$ cat src/rtl/uart_rx_frame_pkg.sv
// -----------------------------------------------------------------------------
// uart_rx_frame_pkg
// Shared types and constants for the UART RX framing controller:
//   state_e    - framing FSM states (hunt for sync, length, payload, checksum)
//   err_code_e - reason reported alongside a frame_err pulse
//   SYNC_DEFAULT, TIMER_W and a small helper that packs two payload bytes
//   into a little-endian 16-bit sample.
// -----------------------------------------------------------------------------
package uart_rx_frame_pkg;

  typedef enum logic [1:0] {
    HUNT = 2'd0,
    LEN  = 2'd1,
    DATA = 2'd2,
    CHK  = 2'd3
  } state_e;

  typedef enum logic [1:0] {
    ERR_NONE = 2'd0,
    ERR_LEN  = 2'd1,
    ERR_CHK  = 2'd2,
    ERR_TMO  = 2'd3
  } err_code_e;

  localparam logic [7:0] SYNC_DEFAULT = 8'hA5;

  // Width of the inter-byte idle counter.
  localparam int unsigned TIMER_W = 32;

  // Payload is little-endian: the older byte is the low half of the sample.
  function automatic logic [15:0] pack_sample(input logic [7:0] lo,
                                              input logic [7:0] hi);
    return {hi, lo};
  endfunction

endpackage

$ cat src/rtl/uart_rx_frame_ctrl_if.sv
// -----------------------------------------------------------------------------
// uart_rx_frame_ctrl_if
// Valid/ready sample stream from the framing controller to the FFT loader.
//   sample       - 16-bit payload sample {byte1, byte0}
//   sample_valid - sample holds a valid sample
//   sample_ready - consumer accepts the sample this cycle
//   sample_first - qualifies sample: first sample of the frame
//   sample_last  - qualifies sample: last sample of the frame
// Modports: master = producer (controller), slave = consumer.
// -----------------------------------------------------------------------------
interface uart_rx_frame_ctrl_if;

  logic [15:0] sample;
  logic        sample_valid;
  logic        sample_ready;
  logic        sample_first;
  logic        sample_last;

  modport master (
    output sample,
    output sample_valid,
    output sample_first,
    output sample_last,
    input  sample_ready
  );

  modport slave (
    input  sample,
    input  sample_valid,
    input  sample_first,
    input  sample_last,
    output sample_ready
  );

endinterface

$ cat src/rtl/uart_rx_frame_timer.sv
// -----------------------------------------------------------------------------
// uart_rx_frame_timer
// Inter-byte idle counter for the framing controller. Only instantiated when
// UART_RX_FRAME_TIMEOUT_EN is defined.
// Ports:
//   clk     in  system clock
//   arstn   in  asynchronous active-low reset
//   clr     in  restart the idle count (a byte was popped, or controller idle)
//   run     in  count while a frame is in progress
//   expired out idle count has reached TIMEOUT_CYC-1 (combinational)
// The count restarts at the edge that consumes a byte, so expired rises
// TIMEOUT_CYC-1 edges later and the controller's registered error pulse
// appears exactly TIMEOUT_CYC edges after the last pop.
// -----------------------------------------------------------------------------
module uart_rx_frame_timer
  import uart_rx_frame_pkg::*;
#(
  parameter int unsigned TIMEOUT_CYC = 50000
) (
  input  logic clk,
  input  logic arstn,
  input  logic clr,
  input  logic run,
  output logic expired
);

  logic [TIMER_W-1:0] cnt_q;
  logic [TIMER_W-1:0] cnt_d;

  always_comb begin
    cnt_d = cnt_q;
    if (clr || !run) begin
      cnt_d = '0;
    end else begin
      cnt_d = cnt_q + 1'b1;
    end
  end

  always_ff @(posedge clk or negedge arstn) begin
    if (!arstn) begin
      cnt_q <= '0;
    end else begin
      cnt_q <= cnt_d;
    end
  end

  assign expired = run && !clr && (cnt_q == TIMER_W'(TIMEOUT_CYC - 1));

endmodule

$ cat src/rtl/uart_rx_frame_ctrl.sv
// -----------------------------------------------------------------------------
// uart_rx_frame_ctrl
// Drains the multi-pop UART RX FIFO and turns the byte stream into framed
// 16-bit samples for the FFT input path.
// Frame format: SYNC, LEN (samples, 1..255), 2*LEN payload bytes (little-endian
// samples), XOR checksum over LEN and all payload bytes.
//
// Parameters:
//   N           FIFO max pop width (must match uart_rx_module), N >= 2
//   SYNC        frame sync byte
//   TIMEOUT_CYC inter-byte timeout in clk cycles (timeout build only)
//   PW          derived pop/can_pop width, $clog2(N+1)
//
// Ports:
//   clk          in  system clock
//   arstn        in  asynchronous active-low reset
//   fifo_data    in  FIFO head bytes, [0] is oldest
//   fifo_can_pop in  bytes available in the FIFO
//   fifo_pop     out bytes popped this cycle (combinational, <= fifo_can_pop)
//   smp          master side of the sample stream (uart_rx_frame_ctrl_if)
//   frame_ok     out one-cycle pulse, checksum matched
//   frame_err    out one-cycle pulse, frame aborted or bad
//   err_code     out reason for the last frame_err (held until the next one)
//
// Build option: define UART_RX_FRAME_TIMEOUT_EN to abort frames that stall for
// TIMEOUT_CYC cycles without a byte (err_code 3). Without it a stalled frame
// waits indefinitely.
// -----------------------------------------------------------------------------
module uart_rx_frame_ctrl
  import uart_rx_frame_pkg::*;
#(
  parameter  int unsigned N           = 4,
  parameter  logic [7:0]  SYNC        = SYNC_DEFAULT,
  parameter  int unsigned TIMEOUT_CYC = 50000,
  localparam int unsigned PW          = $clog2(N + 1)
) (
  input  logic                 clk,
  input  logic                 arstn,
  input  logic [N-1:0][7:0]    fifo_data,
  input  logic [PW-1:0]        fifo_can_pop,
  output logic [PW-1:0]        fifo_pop,
  uart_rx_frame_ctrl_if.master smp,
  output logic                 frame_ok,
  output logic                 frame_err,
  output logic [1:0]           err_code
);

  state_e      state_q,        state_d;
  logic [15:0] sample_q,       sample_d;
  logic        sample_valid_q, sample_valid_d;
  logic        sample_first_q, sample_first_d;
  logic        sample_last_q,  sample_last_d;
  logic        frame_ok_q,     frame_ok_d;
  logic        frame_err_q,    frame_err_d;
  err_code_e   err_code_q,     err_code_d;
  logic [7:0]  remaining_q,    remaining_d;
  logic [7:0]  chk_q,          chk_d;
  logic        first_pend_q,   first_pend_d;

  logic        pop_one;
  logic        pop_two;
  logic        tmo_expired;

  // Only the two oldest bytes are ever consumed in one cycle.
  if (N > 2) begin : g_unused_hi
    logic unused_fifo_hi;
    assign unused_fifo_hi = ^fifo_data[N-1:2];
  end

  // Pop request. Payload moves strictly in byte pairs, and only when the
  // output register is free or being drained this cycle.
  always_comb begin
    fifo_pop = '0;
    case (state_q)
      DATA: begin
        if ((fifo_can_pop >= PW'(2)) && (!sample_valid_q || smp.sample_ready)) begin
          fifo_pop = PW'(2);
        end
      end
      default: begin
        if (fifo_can_pop != '0) begin
          fifo_pop = PW'(1);
        end
      end
    endcase
  end

  assign pop_one = (fifo_pop == PW'(1));
  assign pop_two = (fifo_pop == PW'(2));

`ifdef UART_RX_FRAME_TIMEOUT_EN
  logic tmo_run;
  logic tmo_clr;

  assign tmo_run = (state_q != HUNT);
  assign tmo_clr = (fifo_pop != '0) || (state_q == HUNT);

  uart_rx_frame_timer #(
    .TIMEOUT_CYC (TIMEOUT_CYC)
  ) u_timer (
    .clk     (clk),
    .arstn   (arstn),
    .clr     (tmo_clr),
    .run     (tmo_run),
    .expired (tmo_expired)
  );
`else
  assign tmo_expired = 1'b0;

  logic unused_tmo_cfg;
  assign unused_tmo_cfg = ^TIMEOUT_CYC;
`endif

  always_comb begin
    state_d        = state_q;
    sample_d       = sample_q;
    sample_valid_d = sample_valid_q;
    sample_first_d = sample_first_q;
    sample_last_d  = sample_last_q;
    frame_ok_d     = 1'b0;
    frame_err_d    = 1'b0;
    err_code_d     = err_code_q;
    remaining_d    = remaining_q;
    chk_d          = chk_q;
    first_pend_d   = first_pend_q;

    // An accepted sample frees the output register; a load below overrides
    // this so accept-and-load streams one sample per clock.
    if (sample_valid_q && smp.sample_ready) begin
      sample_valid_d = 1'b0;
    end

    case (state_q)
      HUNT: begin
        if (pop_one && (fifo_data[0] == SYNC)) begin
          state_d = LEN;
        end
      end

      LEN: begin
        if (pop_one) begin
          chk_d        = fifo_data[0];
          remaining_d  = fifo_data[0];
          first_pend_d = 1'b1;
          if (fifo_data[0] == 8'd0) begin
            frame_err_d = 1'b1;
            err_code_d  = ERR_LEN;
            state_d     = HUNT;
          end else begin
            state_d = DATA;
          end
        end
      end

      DATA: begin
        if (pop_two) begin
          sample_d       = pack_sample(fifo_data[0], fifo_data[1]);
          sample_valid_d = 1'b1;
          sample_first_d = first_pend_q;
          sample_last_d  = (remaining_q == 8'd1);
          first_pend_d   = 1'b0;
          chk_d          = chk_q ^ fifo_data[0] ^ fifo_data[1];
          remaining_d    = remaining_q - 8'd1;
          if (remaining_q == 8'd1) begin
            state_d = CHK;
          end
        end
      end

      CHK: begin
        // The last sample may still be waiting downstream; it is left alone.
        if (pop_one) begin
          if (fifo_data[0] == chk_q) begin
            frame_ok_d = 1'b1;
          end else begin
            frame_err_d = 1'b1;
            err_code_d  = ERR_CHK;
          end
          state_d = HUNT;
        end
      end
    endcase

    // Expiry implies no pop this cycle, so nothing above is overridden except
    // the state. A pending sample stays valid and sample_last is not forced.
    if (tmo_expired) begin
      frame_err_d = 1'b1;
      err_code_d  = ERR_TMO;
      state_d     = HUNT;
    end
  end

  always_ff @(posedge clk or negedge arstn) begin
    if (!arstn) begin
      state_q        <= HUNT;
      sample_q       <= '0;
      sample_valid_q <= 1'b0;
      sample_first_q <= 1'b0;
      sample_last_q  <= 1'b0;
      frame_ok_q     <= 1'b0;
      frame_err_q    <= 1'b0;
      err_code_q     <= ERR_NONE;
      remaining_q    <= '0;
      chk_q          <= '0;
      first_pend_q   <= 1'b0;
    end else begin
      state_q        <= state_d;
      sample_q       <= sample_d;
      sample_valid_q <= sample_valid_d;
      sample_first_q <= sample_first_d;
      sample_last_q  <= sample_last_d;
      frame_ok_q     <= frame_ok_d;
      frame_err_q    <= frame_err_d;
      err_code_q     <= err_code_d;
      remaining_q    <= remaining_d;
      chk_q          <= chk_d;
      first_pend_q   <= first_pend_d;
    end
  end

  assign smp.sample       = sample_q;
  assign smp.sample_valid = sample_valid_q;
  assign smp.sample_first = sample_first_q;
  assign smp.sample_last  = sample_last_q;
  assign frame_ok         = frame_ok_q;
  assign frame_err        = frame_err_q;
  assign err_code         = err_code_q;

endmodule

$ cat src/flat_wrapper.sv
// flat-port wrapper written by rule: the top's interface ports become plain ports
module uart_rx_frame_ctrl_flat import uart_rx_frame_pkg::*;
#(
  parameter  int unsigned N           = 4,
  parameter  logic [7:0]  SYNC        = SYNC_DEFAULT,
  parameter  int unsigned TIMEOUT_CYC = 50000,
  localparam int unsigned PW          = $clog2(N + 1)
)
  (clk, arstn, fifo_data, fifo_can_pop, fifo_pop, frame_ok, frame_err, err_code, smp_sample, smp_sample_valid, smp_sample_first, smp_sample_last, smp_sample_ready);
  uart_rx_frame_ctrl_if smp_i ();
  input  logic clk;
  input  logic arstn;
  input  logic [N-1:0][7:0] fifo_data;
  input  logic [PW-1:0] fifo_can_pop;
  output logic [PW-1:0] fifo_pop;
  output logic frame_ok;
  output logic frame_err;
  output logic [1:0] err_code;
  output wire logic [$bits(smp_i.sample)-1:0] smp_sample;
  output wire logic [$bits(smp_i.sample_valid)-1:0] smp_sample_valid;
  output wire logic [$bits(smp_i.sample_first)-1:0] smp_sample_first;
  output wire logic [$bits(smp_i.sample_last)-1:0] smp_sample_last;
  input wire logic [$bits(smp_i.sample_ready)-1:0] smp_sample_ready;
  assign smp_sample = smp_i.sample;
  assign smp_sample_valid = smp_i.sample_valid;
  assign smp_sample_first = smp_i.sample_first;
  assign smp_sample_last = smp_i.sample_last;
  assign smp_i.sample_ready = smp_sample_ready;
  uart_rx_frame_ctrl #(.N(N), .SYNC(SYNC), .TIMEOUT_CYC(TIMEOUT_CYC)) u_core (.clk(clk), .arstn(arstn), .fifo_data(fifo_data), .fifo_can_pop(fifo_can_pop), .fifo_pop(fifo_pop), .smp(smp_i), .frame_ok(frame_ok), .frame_err(frame_err), .err_code(err_code));
endmodule
$ cat config.mk
export PLATFORM = sky130hd
export DESIGN_NAME = uart_rx_frame_ctrl_flat
export DESIGN_NICKNAME = d
export VERILOG_FILES = /design/src/rtl/uart_rx_frame_pkg.sv /design/src/rtl/uart_rx_frame_ctrl_if.sv /design/src/rtl/uart_rx_frame_timer.sv /design/src/rtl/uart_rx_frame_ctrl.sv /design/src/flat_wrapper.sv
export SDC_FILE = /design/constraint.sdc
export NUM_CORES = 1
export LEC_CHECK = 0
export CORE_MARGIN = 2
export CORE_UTILIZATION = 30
export DETAILED_ROUTE_END_ITERATION = 10
export PLACE_DENSITY_LB_ADDON = 0.15
export SLEW_MARGIN = 5
export SYNTH_ARGS = -nofsm -noshare
export SYNTH_HDL_FRONTEND = slang
export SYNTH_HIERARCHICAL = 1
export SYNTH_SLANG_ARGS = --single-unit
$ cat constraint.sdc
create_clock -name clk -period 2.35 [get_ports clk]
set_input_delay 0.47 -clock clk [delete_from_list [all_inputs] [get_ports clk]]
set_output_delay 0.47 -clock clk [all_outputs]
set_load 0.01 [all_outputs]
Yosys cells after proc, flatten, opt, wreduce, memory -nomap -nowiden

Index checks and enable logic that the tools add are counted.

Flip-flop bits (word level): 42
Output and inout bits: 26

Equality and inequality tests: 15
Multiplexer cells: 34
Bitwise operators: 2
Reductions and logical operators: 14
$add $sub $neg: 1
$lt $le $gt $ge: 1

Operator list:

| kind                  | count |
|---|---|
| $pmux W8 S2           | 2 |
| $mux W8               | 3 |
| $mux W2               | 11 |
| $xor A8 B8 Y8         | 2 |
| $mux W1               | 13 |
| $ne A2 B1 Y1 const B  | 6 |
| $reduce_and A5 Y1     | 2 |
| $eq A8 B1 Y1 const B  | 1 |
| $eq A8 B8 Y1          | 1 |
| $eq A8 B8 Y1 const B  | 1 |
| $logic_not A8 Y1      | 1 |
| $pmux W2 S4           | 1 |
| $sub A8 B1 Y8 const B | 1 |
| $eq A2 B2 Y1 const B  | 2 |
| $pmux W1 S2           | 2 |
| $pmux W2 S2           | 1 |
| $reduce_bool A2 Y1    | 2 |
| $eq A3 B1 Y1 const B  | 1 |
| $eq A3 B2 Y1 const B  | 1 |
| $ge A3 B2 Y1 const B  | 1 |
| $logic_and A1 B1 Y1   | 3 |
| $mux W3               | 1 |
| $reduce_and A3 Y1     | 1 |
| $reduce_bool A3 Y1    | 1 |
| 6 further kinds       | 6 |

Longest topological paths before layout

Depth after elaboration: 9
Mapped depth: 8

Worst setup path after synthesis

Ideal clock, no wire load.

Kind: flip-flop to output port
Start: register u_core.state_q[0]
End: output port fifo_pop[1]
Setup slack: 551 ps
Data required time: 1880 ps
Path buffers: 2
Cell stages (with the launch flop): 6
Arrival time: 1329 ps
Cells stage by stage: dfrtp_1 -> nand2b_4 -> buf_6 -> or3_4 -> clkinv_2 -> buf_2

Word-level cells in the longest chain between the ends: 2

Ends and longest elaborated chain:

| what                   | line                      | source |
|---|---|---|
| from (decl)            | uart_rx_frame_ctrl.sv:48  | `state_e state_q, state_d;` |
| from (signal assigned) | uart_rx_frame_ctrl.sv:207 | `state_q <= state_d;` |
| $eq A2 B2 Y1           | uart_rx_frame_ctrl.sv:74  | `case (state_q)` |
| $mux W3                | uart_rx_frame_ctrl.sv:74  |  |
| to (decl)              | flat_wrapper.sv:15        | `output logic [PW-1:0] fifo_pop;` |

Every way passes these cells.

Worst setup path in the final report

Start: input port fifo_can_pop[2]
End: output port fifo_pop[1]

Word-level cells in the longest chain between the ends: 4

Ends and longest elaborated chain:

| what                | line                     | source |
|---|---|---|
| from (decl)         | flat_wrapper.sv:14       | `input logic [PW-1:0] fifo_can_pop;` |
| $ge A3 B2 Y1        | uart_rx_frame_ctrl.sv:76 | `if ((fifo_can_pop >= PW'(2)) && (!sample_valid_q \|\| smp.sample_ready)) begin` |
| $logic_and A1 B1 Y1 | uart_rx_frame_ctrl.sv:76 |  |
| $mux W2             | uart_rx_frame_ctrl.sv:76 |  |
| $mux W3             | uart_rx_frame_ctrl.sv:74 |  |

Every way passes these cells.

==> impl_metrics.prom <==
# TYPE chip_impl_metric gauge
chip_impl_metric{name="cts_h_tree_lvls",unit=""} 2
chip_impl_metric{name="finalWorstPathRequiredPeriod",unit="ns"} 2.23
chip_impl_metric{name="grt_start_max_net_pins",unit=""} 43
chip_impl_metric{name="cp.required",unit="ns"} 1.88
chip_impl_metric{name="critPathMaxStageDelay",unit="ns"} 0.48
chip_impl_metric{name="post_synth_instance_area",unit="sq um"} 2420
chip_impl_metric{name="i_o_pins",unit=""} 64
chip_impl_metric{name="synth_top_area_share",unit="%"} 43.5
chip_impl_info{name="worst_setup_path_end_kind",value="output port"} 1
chip_impl_metric{name="setup-tns-final",unit="ns"} 0
chip_impl_metric{name="finalHoldWorstSlack",unit="ns"} 0.242
chip_impl_metric{name="vias",unit=""} 2187
chip_impl_metric{name="critical_path.max_fanout",unit=""} 2
chip_impl_metric{name="cp.arrival",unit="ns"} 1.76
chip_impl_metric{name="final_nets",unit=""} 367
chip_impl_metric{name="hold_viol_final",unit=""} 0
chip_impl_metric{name="synth-seq-area-share",unit="%"} 43.5
chip_impl_metric{name="grtUsageTotal",unit="%"} 16.4
chip_impl_metric{name="cts_hold_buffers",unit=""} 0
chip_impl_metric{name="reg2regPathDepth",unit=""} 6
chip_impl_metric{name="dieHeight",unit="microns"} 93.7
chip_impl_metric{name="layout-drive-gt1-share",unit="%"} 11.6
chip_impl_metric{name="drt-initial-drc-count",unit=""} 104
chip_impl_metric{name="routed_wirelength",unit="microns"} 6730
chip_impl_metric{name="cts.sinks",unit=""} 42
chip_impl_metric{name="count_of_antenna_violating_nets_left_after_detailed_routing",unit=""} 0
chip_impl_metric{name="global_route_wire_length_before_repair",unit="microns"} 11200
chip_impl_info{name="synth_area_leaders",value="dfrtp_1 44%, nand2_1 9.3%, mux2i_1 3.7%, o221ai_1 3.3%, nor2_1 3.0%"} 1
chip_impl_metric{name="worst_slew_pin_slew",unit="ns"} 0.619
chip_impl_info{name="synth_top_area_cell",value="dfrtp_1"} 1
chip_impl_metric{name="dieArea",unit="sq um"} 8790
chip_impl_metric{name="yosys.area_share.xor_xnor",unit="%"} 2.90
chip_impl_metric{name="clock.fmax",unit="MHz"} 449
chip_impl_metric{name="avgViaCountPerCell",unit=""} 5.09
chip_impl_info{name="crit-reg2reg-launch",value="u_core/state_q[0]"} 1
chip_impl_metric{name="synth-adder-area-share",unit="%"} 1.04
chip_impl_metric{name="ys.warnings.count",unit=""} 6
chip_impl_metric{name="postCtsResizedCells",unit=""} 1
chip_impl_metric{name="cts.repair_timing.setup_buffer_count",unit=""} 0
chip_impl_metric{name="grt_antenna_before_repair",unit=""} 0
chip_impl_metric{name="synth_fp_nets",unit=""} 312
chip_impl_metric{name="syn-mean-instance-area",unit="sq um"} 8.88
chip_impl_metric{name="synth_cells",unit=""} 272
chip_impl_info{name="worst_hold_path_type",value="input pin to async pin"} 1
chip_impl_metric{name="synth.area.mux_share",unit="%"} 3.73
chip_impl_info{name="cp_cell_sequence",value="clkdlybuf4s50_1 > nor2_1 > or3_4 > clkinv_2 > dlygate4sd2_1"} 1
chip_impl_metric{name="place_hpwl",unit="microns"} 4620
chip_impl_info{name="largest_family_of_logic_cells_by_synthesized_area",value="simple AND/OR/NAND/NOR gates"} 1
chip_impl_metric{name="drv.max_cap_violation_count",unit=""} 0
chip_impl_metric{name="fin_worst_skew",unit="ns"} 0.00976
chip_impl_metric{name="gpl.final_weighted_congestion",unit=""} 0.801
chip_impl_metric{name="synth.lib_cells_used.distinct",unit=""} 42
chip_impl_metric{name="setup_viol",unit=""} 0
chip_impl_metric{name="synth_seq_cells",unit=""} 42
chip_impl_metric{name="drcViolationCount",unit=""} 0
chip_impl_metric{name="via_count_of_the_first_global_routing_pass",unit=""} 2153
chip_impl_metric{name="core",unit="sq um"} 7770
chip_impl_metric{name="count_of_placed_standard_cells_in_the_final_layout_fillers_left_out",unit=""} 430
chip_impl_metric{name="path_clk_slew",unit="ns"} 0.09
chip_impl_info{name="cts_tree",value="built"} 1
chip_impl_metric{name="worst_ir_drop_vdd",unit="V"} 0.000537
chip_impl_metric{name="worst_slew_margin_rel",unit="%"} 58.7
chip_impl_metric{name="drt_first_pass_iters",unit=""} 4
chip_impl_info{name="status",value="complete, no violations"} 1
chip_impl_info{name="setup.worst_path.start_class",value="input pin"} 1
chip_impl_metric{name="route.detailed.wl_per_inst",unit="microns"} 15.7
chip_impl_metric{name="report.final.slew_viol_count",unit=""} 0
chip_impl_info{name="crit_slowest_cell",value="clkdlybuf4s50_1"} 1
chip_impl_metric{name="die_width",unit="microns"} 93.7
chip_impl_metric{name="number_of_standard_cell_rows_in_the_floorplan",unit=""} 32
chip_impl_metric{name="placed_cells_incl_taps",unit=""} 422
chip_impl_info{name="timing.critical_path.max_delay_family",value="buffers and inverters"} 1
chip_impl_metric{name="regToRegSetupSlack",unit="ns"} 0.43
chip_impl_info{name="cts_root_buffer",value="clkbuf_8"} 1
chip_impl_info{name="reg2reg_to",value="u_core/remaining_q[6]"} 1
chip_impl_metric{name="area_delta_synth_final",unit="%"} 31.7
chip_impl_metric{name="port_buffers",unit=""} 46
chip_impl_metric{name="total_leakage_power",unit="nW"} 1.40
chip_impl_metric{name="global_route.overflow_total",unit=""} 0
chip_impl_metric{name="antenna_cells_inserted",unit=""} 0
chip_impl_metric{name="yosys.area_share.simple",unit="%"} 28.8
chip_impl_metric{name="fillers",unit=""} 816
chip_impl_metric{name="worst_skew_pair.late_latency",unit="ns"} 0.30
chip_impl_metric{name="synth_compound_gate_area_share",unit="%"} 14.0
chip_impl_metric{name="post-route-period-util",unit="%"} 94.7
chip_impl_metric{name="cts_inserted_buffers",unit=""} 5
chip_impl_metric{name="worst-path-buf-inv",unit=""} 3
chip_impl_metric{name="pwr_density_cell",unit="nW/um^2"} 1240
chip_impl_info{name="grt_setup_unrepaired",value="no"} 1
chip_impl_info{name="path_class",value="input pin to output port"} 1
chip_impl_metric{name="initial_utilization",unit="%"} 31.1
chip_impl_metric{name="cts.path.max_buffers",unit=""} 2
[per-stage QoR]
step	cell area (sq um)	utilization [%]	total power (W)	setup WS, ns
global placement	3070	39.5	0.00336	-0.145
CTS	3180	41.0	0.00398	0.116
detailed placement	3070	39.5	0.00337	-0.143
global route	3180	41.0	0.00429	0.0578
floorplan	2420	-	0.00254	0.551
finish	3180	41.0	0.00394	0.124
[synth_stat cells]
master and n:
ha_1 2, o32a_1 1, mux2i_1 9, nor2_1 19, nor4_1 4, nand2_1 60
a32oi_1 2, a21oi_1 6, a31oi_1 4, conb_1 1, nor2b_1 4, and2_1 1
buf_2 4, nor3_1 4, buf_6 2, buf_4 4, nor2_2 1, nor4b_1 8
o21ai_0 8, nand4_2 1, inv_1 6, o211ai_1 3, nand4_1 1, and4_1 8
o21bai_1 2, clkbuf_1 11, dfrtp_1 42, nand2b_4 1, o21ai_1 1, a211oi_1 8
or3_4 1, o311ai_1 2, clkinv_2 1, a2bb2oi_1 1, nand2b_1 3, a21oi_2 1
nand3_1 8, nor3b_1 7, o221ai_1 9, or2_1 1, xor2_1 8, or4_1 2
[cell families after synthesis]
family | Yosys count
AO/OA/AOI/OAI | 48
flip-flops | 42
adder cells (fa/ha/maj) | 2
other | 1
XOR/XNOR | 8
AND/OR/NAND/NOR | 134
buffers and inverters | 28
multiplexers | 9
[flip-flops by register name, indices dropped and copies added, names as in the netlist, named ones only]
name	count
u_core/smp.sample_valid	1
u_core/smp.sample_last	1
u_core/smp.sample_first	1
u_core/smp.sample	16
u_core/remaining_q	8
u_core/first_pend_q	1
u_core/err_code	2
u_core/state_q	1
u_core/frame_ok	1
u_core/chk_q	8
u_core/frame_err	1
[final cells by class]
| cell class | count | area, sq um | share of cell area, % |
|---|---|---|---|
| inverter | 7 | 27.5 | 0.865 |
| timing repair buffer | 69 | 639 | 20.1 |
| clock buffer | 5 | 68.8 | 2.16 |
| tap | 102 | 128 | 4.01 |
| multi-input combinational | 202 | 1220 | 38.4 |
| sequential | 42 | 1050 | 33.0 |
| clock inverter | 3 | 45.0 | 1.42 |
[where the power goes]
part           leakage (nW)  switching [W]  internal (W)  total, W
Clock                0.0504       0.000276      0.000316  0.000593
Sequential            0.524       0.000259       0.00104   0.00130
Combinational         0.829        0.00108      0.000965   0.00205
[routing by layer]
metal | share of wire, % | track usage (%)
met5 | 0 | 0
met2 | 45 | 25.4
met4 | 1.6 | 4.35
met3 | 4.0 | 3.29
met1 | 50 | 23.3
[worst max-delay path by stage]
stage / startpoint / end / slack, ns / cells past startpoint
2_1_floorplan: u_core/state_q[0] / fifo_pop[1] / 0.55 / 5
3_3_place_gp: fifo_can_pop[2] / fifo_pop[1] / -0.15 / 5
3_5_place_dp: fifo_can_pop[2] / fifo_pop[1] / -0.14 / 5
4_1_cts: fifo_can_pop[2] / fifo_pop[1] / 0.12 / 5
5_1_grt: fifo_can_pop[2] / fifo_pop[1] / 0.06 / 5
6_report: fifo_can_pop[2] / fifo_pop[1] / 0.12 / 5
[placed cells by master (no fill, tap or decap), types with 3 or more instances in the layout]
cell / n
nand2_1: 60
clkdlybuf4s50_1: 44
dfrtp_1: 42
buf_4: 22
nor2_1: 19
mux2i_1: 9
o221ai_1: 9
xor2_1: 8
o21ai_0: 8
nand3_1: 8
nor4b_1: 8
and4_1: 8
a211oi_1: 8
nor3b_1: 7
inv_1: 6
a21oi_1: 6
clkbuf_8: 5
nor2b_1: 4
nor3_1: 4
nor4_1: 4
a31oi_1: 4
nand2b_1: 3
o211ai_1: 3
Power figures use the tool's default switching activity.
